[config.mk]
export PLATFORM = sky130hd
export DESIGN_NAME = seq_mult_param
export DESIGN_NICKNAME = d
export VERILOG_FILES = /design/src/rtl/seq_mult_pkg.sv /design/src/rtl/seq_mult_datapath.sv /design/src/rtl/seq_mult_param.sv
export SDC_FILE = /design/constraint.sdc
export NUM_CORES = 1
export LEC_CHECK = 0
export ABC_AREA = 0
export ABC_CLOCK_PERIOD_IN_PS = 5200
export CAP_MARGIN = 30
export CELL_PAD_IN_SITES_DETAIL_PLACEMENT = 0
export CELL_PAD_IN_SITES_GLOBAL_PLACEMENT = 1
export CORE_AREA = 8 8 71 73
export CTS_BUF_LIST = sky130_fd_sc_hd__clkbuf_4
export CTS_CLUSTER_SIZE = 20
export DETAILED_ROUTE_END_ITERATION = 6
export DIE_AREA = 0 0 79 81
export PLACE_DENSITY_LB_ADDON = 0.1
export SETUP_SLACK_MARGIN = 0.2
export SYNTH_ARGS = -nofsm -noshare
export SYNTH_HDL_FRONTEND = slang
export SYNTH_SLANG_ARGS = --single-unit
[constraint.sdc]
create_clock -name clk -period 5.2 [get_ports clk]
set_clock_uncertainty 0.2 [all_clocks]
set_input_delay 1.04 -clock clk [delete_from_list [all_inputs] [get_ports clk]]
set_output_delay 1.04 -clock clk [all_outputs]
set_load 0.05 [all_outputs]
[src/rtl/seq_mult_pkg.sv]
// +----------------------------------------------------------------------------+
// | seq_mult_pkg                                                               |
// | Shared state encoding and width helpers for the shift-add multiplier.      |
// | Rev 1.0 - initial release                                                  |
// +----------------------------------------------------------------------------+
`default_nettype none

package seq_mult_pkg;

    localparam int STATE_W   = 2;
    localparam int WIDTH_MIN = 2;
    localparam int WIDTH_MAX = 32;

    typedef enum logic [STATE_W-1:0] {
        IDLE = 2'd0,
        RUN  = 2'd1,
        DONE = 2'd2
    } state_t;

    function automatic bit width_ok(input int w);
        return (w >= WIDTH_MIN) && (w <= WIDTH_MAX);
    endfunction

    // A 2-bit operand still needs one counter bit.
    function automatic int cnt_width(input int w);
        return (w <= 2) ? 1 : $clog2(w);
    endfunction

endpackage

`default_nettype wire

[src/rtl/seq_mult_datapath.sv]
// +----------------------------------------------------------------------------+
// | seq_mult_datapath                                                          |
// | Operand registers, 2*WIDTH accumulator and add/subtract of shifted operand.|
// | Rev 1.0 - initial release                                                  |
// +----------------------------------------------------------------------------+
`default_nettype none

module seq_mult_datapath #(
    parameter int WIDTH = 4,
    parameter int CNT_W = 2
) (
    input  logic                 clk,
    input  logic                 rst,
    input  logic                 load,
    input  logic                 add,
    input  logic                 sub,
    input  logic                 op_signed,
    input  logic [WIDTH-1:0]     in_1,
    input  logic [WIDTH-1:0]     in_2,
    input  logic [CNT_W-1:0]     cnt,
    output logic                 cur_bit,
    output logic                 signed_op,
    output logic [2*WIDTH-1:0]   acc_next
);

    logic [2*WIDTH-1:0] mcand;
    logic [2*WIDTH-1:0] acc;
    logic [2*WIDTH-1:0] partial;
    logic [WIDTH-1:0]   mplier;

    assign partial = mcand << cnt;
    assign cur_bit = mplier[cnt];

    always_comb begin
        acc_next = acc;
        if (add) begin
            acc_next = acc + partial;
        end else if (sub) begin
            acc_next = acc - partial;
        end
    end

    always_ff @(posedge clk) begin
        if (!rst) begin
            mcand     <= '0;
            mplier    <= '0;
            acc       <= '0;
            signed_op <= 1'b0;
        end else if (load) begin
            // Signed operands are sign-extended once so every partial product is already in 2*WIDTH form.
            mcand     <= {{WIDTH{op_signed & in_1[WIDTH-1]}}, in_1};
            mplier    <= in_2;
            acc       <= '0;
            signed_op <= op_signed;
        end else if (add || sub) begin
            acc       <= acc_next;
        end
    end

endmodule

`default_nettype wire

[src/rtl/seq_mult_param.sv]
// +----------------------------------------------------------------------------+
// | seq_mult_param                                                             |
// | Sequential shift-add multiplier, one multiplier bit per cycle.             |
// | SIGNED_MODE_EN adds the op_signed port for two's-complement operands.      |
// | Rev 1.0 - initial release                                                  |
// +----------------------------------------------------------------------------+
`default_nettype none

module seq_mult_param
    import seq_mult_pkg::*;
#(
    parameter int WIDTH = 4
) (
    input  logic                 clk,
    input  logic                 rst,
    input  logic                 start,
    input  logic [WIDTH-1:0]     in_1,
    input  logic [WIDTH-1:0]     in_2,
`ifdef SIGNED_MODE_EN
    input  logic                 op_signed,
`endif
    output logic [2*WIDTH-1:0]   out,
    output logic                 ready,
    output logic                 done
);

    localparam int               CNT_W    = cnt_width(WIDTH);
    localparam logic [CNT_W-1:0] LAST_CNT = CNT_W'(WIDTH - 1);

    generate
        if (!width_ok(WIDTH)) begin : g_width_check
            $error("seq_mult_param: WIDTH out of range 2..32");
        end
    endgenerate

    state_t             state;
    logic [CNT_W-1:0]   cnt;
    logic               accept;
    logic               step;
    logic               last;
    logic               neg;
    logic               add;
    logic               sub;
    logic               cur_bit;
    logic               signed_op;
    logic               op_signed_in;
    logic [2*WIDTH-1:0] acc_next;

`ifdef SIGNED_MODE_EN
    assign op_signed_in = op_signed;
`else
    assign op_signed_in = 1'b0;
`endif

    assign accept = ((state == IDLE) || (state == DONE)) && start;
    assign step   = (state == RUN);
    assign last   = (cnt == LAST_CNT);
    // The top multiplier bit carries negative weight in two's complement.
    assign neg    = last && signed_op;
    assign add    = step && cur_bit && !neg;
    assign sub    = step && cur_bit && neg;

    seq_mult_datapath #(
        .WIDTH (WIDTH),
        .CNT_W (CNT_W)
    ) u_datapath (
        .clk       (clk),
        .rst       (rst),
        .load      (accept),
        .add       (add),
        .sub       (sub),
        .op_signed (op_signed_in),
        .in_1      (in_1),
        .in_2      (in_2),
        .cnt       (cnt),
        .cur_bit   (cur_bit),
        .signed_op (signed_op),
        .acc_next  (acc_next)
    );

    always_ff @(posedge clk) begin
        if (!rst) begin
            state <= IDLE;
            cnt   <= '0;
            out   <= '0;
            ready <= 1'b1;
            done  <= 1'b0;
        end else begin
            done <= 1'b0;
            case (state)
                IDLE, DONE: begin
                    if (start) begin
                        state <= RUN;
                        cnt   <= '0;
                        ready <= 1'b0;
                    end else begin
                        state <= IDLE;
                        ready <= 1'b1;
                    end
                end
                RUN: begin
                    cnt <= cnt + 1'b1;
                    if (last) begin
                        state <= DONE;
                        out   <= acc_next;
                        ready <= 1'b1;
                        done  <= 1'b1;
                    end
                end
                default: begin
                    state <= IDLE;
                    ready <= 1'b1;
                end
            endcase
        end
    end

endmodule

`default_nettype wire

After elaboration in Yosys (flattened, before gate mapping)
Index checks and enable logic that the tools add are counted.
{"block": "word_totals", "input_bits": 11, "output_inout_bits": 10, "register_bits": 30}
{"block": "classes", "n_shift": 1, "n_lt_le_gt_ge": 1, "n_mux": 12, "reduce_logical": 10, "eq_ne": 5, "bitwise_logic": 1, "n_addsub": 2}
{"op": "$add A8 B8 Y8", "count": 1}
{"op": "$mux W8", "count": 1}
{"op": "$pmux W2 S2", "count": 2}
{"op": "$shl A4 B2 Y8", "count": 1}
{"op": "$reduce_and A2 Y1", "count": 3}
{"op": "$mux W1", "count": 5}
{"op": "$eq A2 B2 Y1 const B", "count": 2}
{"op": "$mux W2", "count": 2}
{"op": "$reduce_or A2 Y1", "count": 2}
{"op": "$lt A2 B3 Y1 const B", "count": 1}
{"op": "$add A2 B1 Y2 const B", "count": 1}
{"op": "$bmux W1 S2", "count": 1}
{"op": "$eq A2 B1 Y1 const B", "count": 1}
{"op": "$logic_and A1 B1 Y1", "count": 2}
{"op": "$logic_not A2 Y1", "count": 1}
{"op": "$ne A2 B1 Y1 const B", "count": 1}
{"op": "$ne A2 B2 Y1 const B", "count": 1}
{"op": "$pmux W1 S2", "count": 1}
{"op": "$reduce_bool A2 Y1", "count": 1}
{"op": "$logic_or A1 B1 Y1", "count": 1}
{"op": "$not A1 Y1", "count": 1}

Depth between registers and ports, before layout
Gate-level depths: netlist (run 1).
{"block": "depth", "word_depth": 4, "ltp_mapped": 10, "mapped_depth_nobuf": 9}

Cells and area by module
Synthesis (run 1) repeated with hierarchy kept, for this count alone.
{"block": "unflattened", "cells_unflattened": 249, "area_unflattened_um2": 2207.1}
{"module": "seq_mult_datapath", "area_each_um2": 1612.8, "cells_per_inst": 184, "instances": 1, "seq_area_each_um2": 360.3}
{"module": "seq_mult_param", "area_each_um2": 594.3, "cells_per_inst": 65, "instances": 1, "seq_area_each_um2": 280.3}

Worst setup path before layout (run 1)
OpenSTA, ideal clock, no wires.
{"block": "synth_timing", "path_type": "register -> register", "startpoint": "register cnt[0]", "endpoint": "register out[6]", "path_buffers": 1, "setup_ps": 131, "required_time_ps": 4869, "path_stages_with_launch": 11, "t_arrival_ps": 2041, "path_slack_ps": 2828, "path_cell_list": "dfxtp_1 > clkbuf_1 > nor3b_1 > ha_1 > inv_1 > fa_1 > nor2b_1 > o31a_1 > o211ai_1 > mux2i_1 > a21oi_1"}
{"block": "synth_via", "elab_chain_len": 4}
{"element": "start: declaration", "line_no": "seq_mult_param.sv:37", "rtl": "logic [CNT_W-1:0] cnt;"}
{"element": "start signal: assignment", "line_no": "seq_mult_param.sv:102", "rtl": "cnt <= cnt + 1'b1;"}
{"element": "parallel branches: the longest is 4 deep, another holds $add A8 B8 Y8"}
{"element": "end signal: assignment", "line_no": "seq_mult_param.sv:105", "rtl": "out <= acc_next;"}
{"element": "end: declaration", "line_no": "seq_mult_param.sv:22", "rtl": "output logic [2*WIDTH-1:0] out,"}
Parallel ways; which one is timed is not known. The select of a mux whose other input is x is not followed.
A chain may end at the register's enable or synchronous reset.

Final worst setup path (run 1)
{"block": "layout_timing", "startpoint": "register out[1]", "endpoint": "output out[1]"}
No word-level cell between the ends.

==> reports/results.ini, run 1 <==
[run_status]
status=finished clean

[synth]
synth_cell_types=42
synth_most_common_cell=dfxtp_1
synth-main-ff-cell=dfxtp_1
yosysWarnings=0
yosys.area.top_type_share_pct=40.1
netlist_instances=178
avgSynthCellArea_um2=8.42
yosys.area.top_type=dfxtp_1
ys_top_cells_by_area=dfxtp_1, nand2_1, ha_1
synth.top_cells.by_count=dfxtp_1, nand2_1, a21oi_1, nor2_1, ha_1
ys_seq_area_share_pct=40.1
synth_area_um2=1500
synth_edf_count=0
synth-seq-cells=30
synthArstFlopShare_pct=0
syn_nets=198

[timing]
setup_viol=0
report.final.slew_viol_count=0
slew-limit-headroom_pct=57.3
hold_viol=0
finalSetupTns_ns=0
rsz0062_at_grt=no
holdWs_ns=0.251
fmax_mhz=367
worstMarginPinSlew_ns=0.639
period_needed_ns=2.73
period_share_pct=52.4

[setup_path]
crit_type=flop to primary output
path_max_fanout=2
slowest_stage=clkdlybuf4s50_1
critical-path-top-delay-family=buffers and inverters
crit_chain=clkdlybuf4s50_1
end_kind=primary output
crit_path_max_incr_delay_ns=0.81
crit_buf_inv=1
cp_data_arrival_time_ns=1.49
crit_required_ns=3.96
crit_path_start_kind=flop

[route]
vias=1263
ant_nets=0
met2_wirelength_um=1590
vias_per_cell=5.11
drt-initial-drc-count=64
drt-total-wl_um=3300
first_pass_iters=4
wl_per_cell_um=13.3
highest_layer=met4
met3_wirelength_um=129
post-route-drc-count=0
drt-met1-wl_um=1550

[cells_and_area]
fillers=421
stdcell_count=247
fin_nets=216
n_antenna_cell=0
area_delta_synth_final_pct=18.3
drive_gt1_share_pct=6.09

[clock_tree]
clkTransAtPathRegs_ns=0.10
insertion_delay_ns=0.32
clockBufferDepth=2
post_cts_resized=0
postCtsSetupRepairBufs=0
cts.sinks=30
htree_num_levels=2
cts-buffers-inserted=5
clockRootBuffer=clkbuf_4
ctsHoldBuffers=0
cts_tree=yes

[grt]
grt_overflow=0
antenna_found_initial=0
grt_pass1_vias=1185
grt_start_max_net_pins=16
gr-usage-all-layers_pct=11.1
grt_pass1_wl_um=5550

[die]
fp.dieH_um=81
dieWidth_um=79
io_pins=21
rows=23
dieArea_um2=6400
core_um2=3910
start_util_pct=38.3

[place]
io_buffers=20
dp_hpwl_um=2510
gp_congestion=0.715
place_inst=239

[power]
peakVddDrop_mv=0.164
power_density_nw_per_um2=240
total_power_w=0.000425
cellLeakagePower_nw=0.718

[worst_hold_path]
hp-class=flop to flop

[flow_run]
maxCapViolations=0

-- metal layers --
layer,track usage [%],vias up
li1,-,650
met1,13.2,588
met2,17.7,21
met3,4.53,4
met4,3.89,0
met5,0,-
-- worst paths after layout --
kind	start	end	slack [ns]	cells past startpoint
setup / recovery	out[1]	out[1]	2.47	1
hold / removal	ready	ready	0.25	2
setup reg to reg	cnt[0]	out[5]	2.47	9
hold reg to reg	ready	ready	0.25	2
-- cell type report --
| class | instances | area (µm²) | share of cell area (%) |
|---|---|---|---|
| Multi-Input combinational cell | 132 | 830 | 46.8 |
| Sequential cell | 30 | 601 | 33.9 |
| Clock inverter | 2 | 8.76 | 0.494 |
| Tap cell | 50 | 62.6 | 3.53 |
| Clock buffer | 6 | 45.0 | 2.54 |
| Inverter | 7 | 26.3 | 1.48 |
| Timing Repair Buffer | 20 | 200 | 11.3 |
-- placed cells by master (no fill, tap or decap), types with 5 or more instances in the layout --
master	synthesis	final
nand2_1	27	27
clkbuf_4	0	6
o21ai_0	7	7
nor2_1	19	19
mux2i_1	7	7
inv_1	7	7
nor2b_1	7	7
clkdlybuf4s50_1	0	20
a211oi_1	5	5
ha_1	8	8
dfxtp_1	30	30
a21oi_1	19	19
-- per-stage QoR --
step / utilization, % / cell area (µm²) / setup WS (ns)
finish: 45.3 / 1770 / 2.47
global route: 45.3 / 1770 / 2.26
CTS: 45.3 / 1770 / 2.46
detailed placement: 43.9 / 1720 / 2.45
global placement: 43.9 / 1720 / 2.49
floorplan: - / 1500 / 2.83
-- cells by family after synthesis --
group                    synth area share, %
flip-flops                              40.1
multiplexers                            6.93
adder cells (fa/ha/maj)                 8.01
XOR/XNOR                                1.17
AO/OA/AOI/OAI                           19.6
buffers and inverters                   4.59
AND/OR/NAND/NOR                         19.6
-- power by group --
part / switching, W / total [W] / internal, W
logic: 0.0000258 / 0.0000475 / 0.0000217
registers: 0.00000653 / 0.000242 / 0.000236
clock network: 0.0000794 / 0.000135 / 0.0000559
-- flip-flops by register name, summed over array words and instances (netlist names) --
register	flops
cnt	2
done	1
out	8
ready	1
state	2
u_datapath.acc	8
u_datapath.mcand	4
u_datapath.mplier	4
Note: power is estimated with default switching activity, not from simulation.
==> run 2, diff against run 1 <==
--- a/config.mk
+++ b/config.mk
@@ -6,7 +6,7 @@
 export NUM_CORES = 1
 export LEC_CHECK = 0
 export ABC_AREA = 0
-export ABC_CLOCK_PERIOD_IN_PS = 5200
+export ABC_CLOCK_PERIOD_IN_PS = 2600
 export CAP_MARGIN = 30
 export CELL_PAD_IN_SITES_DETAIL_PLACEMENT = 0
 export CELL_PAD_IN_SITES_GLOBAL_PLACEMENT = 1
==> constraint.sdc (replaced) <==
create_clock -name clk -period 2.6 [get_ports clk]
set_clock_uncertainty 0.2 [all_clocks]
set_input_delay 0.52 -clock clk [delete_from_list [all_inputs] [get_ports clk]]
set_output_delay 0.52 -clock clk [all_outputs]
set_load 0.05 [all_outputs]
==> run 2 against run 1 <==
Against the previous run: clock-buffer cell count unchanged; via count up 3.0%; flip-flop and latch count did not move; wire length up 7.3%; global-route usage up 0.49 points; sequential power up 99%; highest routed layer unchanged; clock power grew 100%; total power increased by 100%; combinational power up 140%; worst hold slack improved by 0.0020 ns; largest cell class unchanged.
==> reports/results.ini, run 2 (synthesized netlist as in run 1, its figures left out) <==
[run_status]
status=finished clean

[clock_tree]
clockRootBuffer=clkbuf_4
clockBufferDepth=2  ; unchanged
insertion_delay_ns=0.33  ; about the same
htree_num_levels=2  ; unchanged
clkTransAtPathRegs_ns=0.09  ; about the same
ctsHoldBuffers=0  ; unchanged
cts_tree=yes
cts.sinks=30  ; unchanged
cts-buffers-inserted=5  ; unchanged

[grt]
grt_overflow=0  ; unchanged
grt_pass1_wl_um=5840  ; +5.1%
antenna_found_initial=0  ; unchanged
grt_start_max_net_pins=14  ; -2
grt_pass1_vias=1275  ; +7.6%
gr-usage-all-layers_pct=11.6  ; +0.49 points

[setup_path]
cp_data_arrival_time_ns=2.37  ; +0.88 ns
crit_type=flop to flop
ff2ff_setup_slack_ns=0.25  ; -2.23 ns
crit_buf_inv=0  ; -1
cp-startpoint=cnt[1]
critical-path-top-delay-family=flip-flops
slowest_stage=dfxtp_4
crit_path_max_incr_delay_ns=0.40  ; -0.41 ns
crit_required_ns=2.62  ; -1.34 ns
path_max_fanout=8  ; +6
timing.rr.start=cnt[1]
end_kind=flop
crit_path_start_kind=flop
crit_chain=mux2_2, nand2_1, o21ai_1, ha_2, or3_1, a21oi_2, a211oi_2, xnor2_1, o22ai_1

[worst_hold_path]
worstHoldStart=ready
hp-class=flop to flop

[timing]
period_needed_ns=2.35
worstMarginPinSlew_ns=0.527  ; -0.113 ns
report.final.slew_viol_count=0  ; unchanged
setup_viol=0  ; unchanged
period_share_pct=90.5
holdWs_ns=0.253  ; +0.00197 ns
finalSetupTns_ns=0  ; unchanged
slew-limit-headroom_pct=64.8  ; +7.5 points
hold_viol=0  ; unchanged
fmax_mhz=425
rsz0062_at_grt=yes
worst_slack_ns=0.246  ; -2.23 ns

[power]
peakVddDrop_mv=0.262  ; +60%
power_density_nw_per_um2=453  ; +89%
cellLeakagePower_nw=0.785  ; +9.4%

[route]
first_pass_iters=4  ; unchanged
ant_nets=0  ; unchanged
vias_per_cell=5.04  ; -1.4%
drt-initial-drc-count=67  ; +4.7%
post-route-drc-count=0  ; unchanged
wl_per_cell_um=13.7  ; +2.7%
drt-total-wl_um=3540  ; +7.3%
vias=1301  ; +3.0%

[die]
fp.dieH_um=81  ; unchanged
core_um2=3910  ; unchanged
start_util_pct=38.3  ; unchanged
io_pins=21  ; unchanged
dieWidth_um=79  ; unchanged
dieArea_um2=6400  ; unchanged
rows=23  ; unchanged

[cells_and_area]
final_cell_mix=nand2_1, dfxtp_1, clkdlybuf4s50_1
final_util_pct=49.1  ; +3.8 points
fin_nets=227  ; +5.1%
drive_gt1_share_pct=18.8  ; +13 points
reg_top3=out (8), u_datapath.acc (8)
final_common_cell=nand2_1
multi_input_area_um2=878  ; +5.9%
fin_area_um2=1920  ; +8.4%
fillers=412  ; -2.1%
area_delta_synth_final_pct=28.2
area.sequential_um2=611  ; +1.7%
n_antenna_cell=0  ; unchanged

[place]
dp_hpwl_um=2630  ; +4.6%
gp_congestion=0.796  ; +11%
io_buffers=20  ; unchanged
pre_cts_ws_ns=0.0515  ; -2.39 ns
placed_cell_area_um2=1760  ; +2.6%

[flow_run]
maxCapViolations=0  ; unchanged

run 2: cell count changes in the layout (fill, tap and decap cells not counted), moves of 2 or more:
cell	previous run	this run
a211oi_2	1	3
dfxtp_2	0	2
o21ai_1	0	2
ha_2	0	3
a211oi_1	5	3
ha_1	8	5
buf_4	0	9
o21ai_0	7	5
buf_6	0	2
a21oi_2	0	2
a21oi_1	19	17
dfxtp_4	0	2
dfxtp_1	30	26
run 2: cell type report:
cell class,instances,share of cell area [%]
Multi-Input combinational cell,132,45.7
Sequential cell,30,31.8
Timing Repair Buffer,31,15.1
Tap cell,50,3.26
Clock buffer,6,2.34
Inverter,7,1.37
Clock inverter,2,0.456
run 2: final timing paths:
check	endpoint	depth (start not counted)
hold / removal	ready	2
setup / recovery	out[7]	9
hold reg to reg	ready	2
setup reg to reg	out[7]	9
run 2: timing repair:
action | CTS | global route
resized for setup | 11 | 14
buffers inserted | 3 | 2
endpoints found under the setup margin | 7 | 11
pin swaps | 4 | 10
run 2: metrics by stage:
step | std cells | power [W]
global route | 258 | 0.000922
CTS | 256 | 0.000872
finish | 258 | 0.000871
global placement | 245 | 0.000598
detailed placement | 245 | 0.000600
floorplan | 178 | 0.000560
run 2: per-layer routing:
layer / GRT usage [%] / vias up / wire [µm]
met3: 3.86 / 4 / 130
li1: - / 675 / -
met5: 0 / - / 0
met1: 12.5 / 601 / 1630
met4: 3.33 / 0 / 29
met2: 21.0 / 21 / 1750
run 2: worst reg2reg max path: cells and delay by family, from the launching register on:
| family | cells | cell delay, ns |
|---|---|---|
| xor+xnor | 1 | 0.22 |
| simple gates | 2 | 0.39 |
| mux | 1 | 0.36 |
| fa+ha+maj | 1 | 0.29 |
| flops | 1 | 0.40 |
| compound gates | 4 | 0.40 |
run 2: where the power goes:
part | switching (W) | leakage [nW] | internal (W)
Sequential | 0.00000967 | 0.246 | 0.000471
Clock | 0.000162 | 0.0331 | 0.000112
Combinational | 0.0000601 | 0.506 | 0.0000560
